==> src/rtl/encoder_8to3_pending_if.sv <==
// Request/offer bus between interrupt-style sources, the 8-to-3 pending encoder and its consumer.
// The master side drives requests and acknowledges; the slave side (the encoder) presents codes.
interface encoder_8to3_pending_if;
    logic       en;
    logic [7:0] req;
    logic       ack;
    logic       valid;
    logic [2:0] code;
    logic [7:0] pending;
    logic       lost;

    modport master (
        output en, req, ack,
        input  valid, code, pending, lost
    );

    modport slave (
        input  en, req, ack,
        output valid, code, pending, lost
    );
endinterface

==> src/rtl/encoder_8to3_pending.sv <==
// Registered 8-to-3 priority encoder: latches request lines into a pending register and
// offers one winning index at a time under a valid/ack handshake, clearing it on acknowledge.
module encoder_8to3_pending #(
    parameter bit HIGH_FIRST = 1'b1
) (
    input logic                   clk,
    input logic                   rst,
    encoder_8to3_pending_if.slave bus
);

    typedef enum logic {
        IDLE,
        OFFER
    } state_t;

    state_t     state, state_n;
    logic [7:0] pending_q, pending_n;
    logic [2:0] code_q, code_n;
    logic       valid_q, valid_n;
    logic       lost_q, lost_n;
    logic [7:0] cap;
    logic [7:0] clr;
    logic [2:0] win;

    // Later loop iterations override earlier ones, so the last set bit visited wins.
    always_comb begin
        win = '0;
        for (int unsigned i = 0; i < 8; i++) begin
            if (HIGH_FIRST) begin
                if (pending_q[i]) win = i[2:0];
            end else begin
                if (pending_q[7 - i]) win = 3'(7 - i);
            end
        end
    end

    always_comb begin
        state_n = state;
        code_n  = code_q;
        valid_n = valid_q;
        clr     = '0;
        unique case (state)
            IDLE: begin
                if (pending_q != '0) begin
                    state_n = OFFER;
                    code_n  = win;
                    valid_n = 1'b1;
                end
            end
            OFFER: begin
                if (bus.ack) begin
                    clr[code_q] = 1'b1;
                    valid_n     = 1'b0;
                    state_n     = IDLE;
                end
            end
            default: state_n = IDLE;
        endcase

        cap       = bus.en ? bus.req : '0;
        // A new request on the bit being served keeps it set and is not a loss.
        pending_n = (pending_q & ~clr) | cap;
        lost_n    = lost_q | (|(cap & pending_q & ~clr));
    end

    always_ff @(posedge clk) begin
        if (rst) begin
            state     <= IDLE;
            pending_q <= '0;
            code_q    <= '0;
            valid_q   <= 1'b0;
            lost_q    <= 1'b0;
        end else begin
            state     <= state_n;
            pending_q <= pending_n;
            code_q    <= code_n;
            valid_q   <= valid_n;
            lost_q    <= lost_n;
        end
    end

    assign bus.valid   = valid_q;
    assign bus.code    = code_q;
    assign bus.pending = pending_q;
    assign bus.lost    = lost_q;

endmodule

==> src/flat_wrapper.sv <==
// flat-port wrapper written by rule: the top's interface ports become plain ports
module encoder_8to3_pending_flat 
#(
    parameter bit HIGH_FIRST = 1'b1
)
  (clk, rst, bus_en, bus_req, bus_ack, bus_valid, bus_code, bus_pending, bus_lost);
  encoder_8to3_pending_if bus_i ();
  input logic clk;
  input logic rst;
  input wire logic [$bits(bus_i.en)-1:0] bus_en;
  input wire logic [$bits(bus_i.req)-1:0] bus_req;
  input wire logic [$bits(bus_i.ack)-1:0] bus_ack;
  output wire logic [$bits(bus_i.valid)-1:0] bus_valid;
  output wire logic [$bits(bus_i.code)-1:0] bus_code;
  output wire logic [$bits(bus_i.pending)-1:0] bus_pending;
  output wire logic [$bits(bus_i.lost)-1:0] bus_lost;
  assign bus_i.en = bus_en;
  assign bus_i.req = bus_req;
  assign bus_i.ack = bus_ack;
  assign bus_valid = bus_i.valid;
  assign bus_code = bus_i.code;
  assign bus_pending = bus_i.pending;
  assign bus_lost = bus_i.lost;
  encoder_8to3_pending #(.HIGH_FIRST(HIGH_FIRST)) u_core (.clk(clk), .rst(rst), .bus(bus_i));
endmodule
==> config.mk <==
export PLATFORM = sky130hd
export DESIGN_NAME = encoder_8to3_pending_flat
export DESIGN_NICKNAME = d
export VERILOG_FILES = /design/src/rtl/encoder_8to3_pending_if.sv /design/src/rtl/encoder_8to3_pending.sv /design/src/flat_wrapper.sv
export SDC_FILE = /design/constraint.sdc
export NUM_CORES = 1
export LEC_CHECK = 0
export ABC_AREA = 1
export CAP_MARGIN = 15
export CELL_PAD_IN_SITES_DETAIL_PLACEMENT = 0
export CELL_PAD_IN_SITES_GLOBAL_PLACEMENT = 1
export CORE_MARGIN = 8
export CORE_UTILIZATION = 25
export DETAILED_ROUTE_END_ITERATION = 7
export PLACE_DENSITY = 0.72
export SLEW_MARGIN = 20
export SYNTH_ARGS = -nofsm -noshare
export SYNTH_HDL_FRONTEND = slang
export SYNTH_SLANG_ARGS = --single-unit
==> constraint.sdc <==
create_clock -name clk -period 1.55 [get_ports clk]
set_clock_uncertainty 0.1 [all_clocks]
set_input_delay 0.2325 -clock clk [delete_from_list [all_inputs] [get_ports clk]]
set_output_delay 0.2325 -clock clk [all_outputs]
set_load 0.01 [all_outputs]
==> summary.md <==
| Metric | Value |
|---|---|
| RSZ-0062 raised after global routing | `no` |
| Initial core utilization | `26.5%` |
| Fin worst setup slack | `230 ps` |
| FF+latch area | `285 µm²` |
| Synthesized area | `738 µm²` |
| Io pins | `25` |
| Clk slew on worst S/H paths | `90 ps` |
| # DRC | `0` |
| Most common cell in the synthesized netlist | `nand2_1` |
| Critical path arrival | `990 ps` |
| Period utilisation layout | `85.2%` |
| Worst hold path class | `reg2reg` |
| CTS tree | `done` |
| CORE AREA | `2780 µm²` |
| Multi-input gate area | `389 µm²` |
| Async set or reset register ratio after synthesis | `0%` |
| Post-cts resize count | `14` |
| Worst vdd ir | `0.564 mV` |
| Antenna violations before repair | `0` |
| DRT Pass-1 Iters | `4` |
| Cell Chain, Critical Path | `dlygate4sd2_1` |
| Port bufs | `24` |
| # nets final | `172` |
| Total inserted antenna cells | `0` |
| Seq/Total Area, Yosys | `38.0%` |
| Vias in the first global route | `909` |
| Crit path capture type | `primary output` |
| Slew Limit Fails | `0` |
| Critical Path RT | `1220 ps` |
| Htree depth | `1` |
| Hold_ws | `384 ps` |
| Yosys reg bits | `14` |
| Max stage delay on crit path | `400 ps` |
| Critical path's top delay family | `flip-flops` |
| Row cnt | `19` |
| Routed vias/inst | `4.49` |
| Clk sinks | `14` |
| Max Clock Freq | `758 MHz` |
| First DRT Iteration DRCs | `20` |
| Synth top area share | `38.0%` |
| Synth area leader | `dfxtp_1` |
| Detail Route Antenna Nets | `0` |
| Filler cells | `313` |
| Die area | `4950 µm²` |
| Setup WS pre-CTS | `-61.9 ps` |
| Total setup buffers inserted after CTS | `0` |
| Synth Warn # | `0` |
| Clk_lat worst skew | `290 ps` |
| CTS max path bufs | `2` |
| CP Class | `reg2out` |
| Non-Filler Instances | `190` |
| Top cells by area, synth | `dfxtp_1 (38%), nand2_1 (19%), nor2_1 (11%)` |
| GPL Wtd Cong | `0.798` |
| Dominant synthesized flop cell | `dfxtp_1` |
| Final hold violation count | `0` |
| Max_slew headroom | `83.3%` |
| Post-DP HPWL | `1.75 mm` |
| Crit path launch type | `flop` |
| DR WL/cell | `11.9 µm` |
| Max-cap viol count | `0` |
| Final setup viols | `0` |
| Post-Route WL | `2.26 mm` |
| Worst Tran Pin Value | `249 ps` |
| Global Route Usage Sum | `9.59%` |
| Syn avg cell area | `6.05 µm²` |
| Minimum clock period | `1320 ps` |
| Die Y-Extent | `70.3 µm` |
| Grt total ovfl | `0` |
| Global-route wire length before repair | `3.97 mm` |
| DP Cell Count | `186` |
| Vias after detailed routing | `854` |
| Largest net degree at the start of global routing | `11` |
| Slowest-stage cell, CP | `dfxtp_2` |
| Cells after synthesis | `122` |
| Leak | `0.587 nW` |
| CP Max Fanout | `7` |
| Post-synth EDFFs | `0` |
| Crit path buf inv count | `1` |
| Mapped Nets | `134` |
| Post-synth top cells | `nand2_1 (38), nor2_1 (21), dfxtp_1 (14), inv_1 (14), a21oi_1 (12)` |
| Clock root buffer | `clkbuf_4` |
| Power density cells | `863 nW/µm²` |
| Die width | `70.3 µm` |
| Num CTS Buffers | `3` |
| Fraction of layout cells with a size suffix above 1 | `16.4%` |
| Status | `completed` |
| Area growth syn-to-layout | `52.7%` |
| Yosys cell types | `16` |
| CTS Hold Bufs | `0` |
-- layout make-up --
type / instances / share of cell area, %
clock buffers: 4 / 3.22
inverters: 16 / 5.33
multi-input cells: 90 / 34.5
flip-flops and latches: 14 / 25.3
well taps: 31 / 3.44
repair buffers: 35 / 28.2
-- kinds of logic after synthesis --
| kind of cell | after synthesis | synth area share (%) |
|---|---|---|
| buffers and inverters | 18 | 9.32 |
| flip-flops | 14 | 38.0 |
| AND/OR/NAND/NOR | 71 | 39.8 |
| AO/OA/AOI/OAI | 19 | 12.9 |
-- per-layer routing --
layer | track usage (%) | wire (µm) | vias to the layer above
met3 | 5.65 | 211 | 2
met2 | 15.6 | 976 | 23
met1 | 10.7 | 1060 | 376
met4 | 1.34 | 7 | 0
met5 | 0 | 0 | -
li1 | - | - | 453
-- worst paths after layout --
| path | from | to | slack, ps | cells after the start |
|---|---|---|---|---|
| hold reg to reg | u_core.bus.valid | u_core.bus.valid | 380 | 2 |
| hold / removal | u_core.bus.valid | u_core.bus.valid | 380 | 2 |
| setup / recovery | u_core.bus.code[2] | bus_code[2] | 230 | 1 |
| setup reg to reg | u_core.state | u_core.bus.lost | 290 | 5 |
-- layout by cell type (no fill, tap or decap), types with 5 or more instances in the layout --
cell and n:
nand2_1 38, inv_1 14, dlygate4sd2_1 10, nor2_1 21, clkdlybuf4s50_1 11, o21ai_0 5, nand3_1 5, a21oi_1 12
dfxtp_1 10, buf_4 11
-- state kept, by name (all words and copies together), names as in the netlist --
name,count
u_core.bus.lost,1
u_core.bus.valid,1
u_core.bus.code,3
u_core.state,1
u_core.bus.pending,8
-- through the flow --
stage               total power, W  cell area, µm²  setup TNS (ps)  util, %
finish                    0.000973            1130               0     40.5
global placement          0.000727            1090           -45.0     39.2
CTS                       0.000988            1120               0     40.3
floorplan                 0.000581             738               0        -
detailed placement        0.000730            1090           -66.5     39.2
global route               0.00104            1130               0     40.5
-- power breakdown --
part	internal [W]	switching (W)	leakage, nW
sequential	0.000398	0.0000375	0.118
combinational	0.000127	0.000141	0.449
clock	0.000143	0.000126	0.0210
No activity file was read; power rests on OpenSTA's default activity.
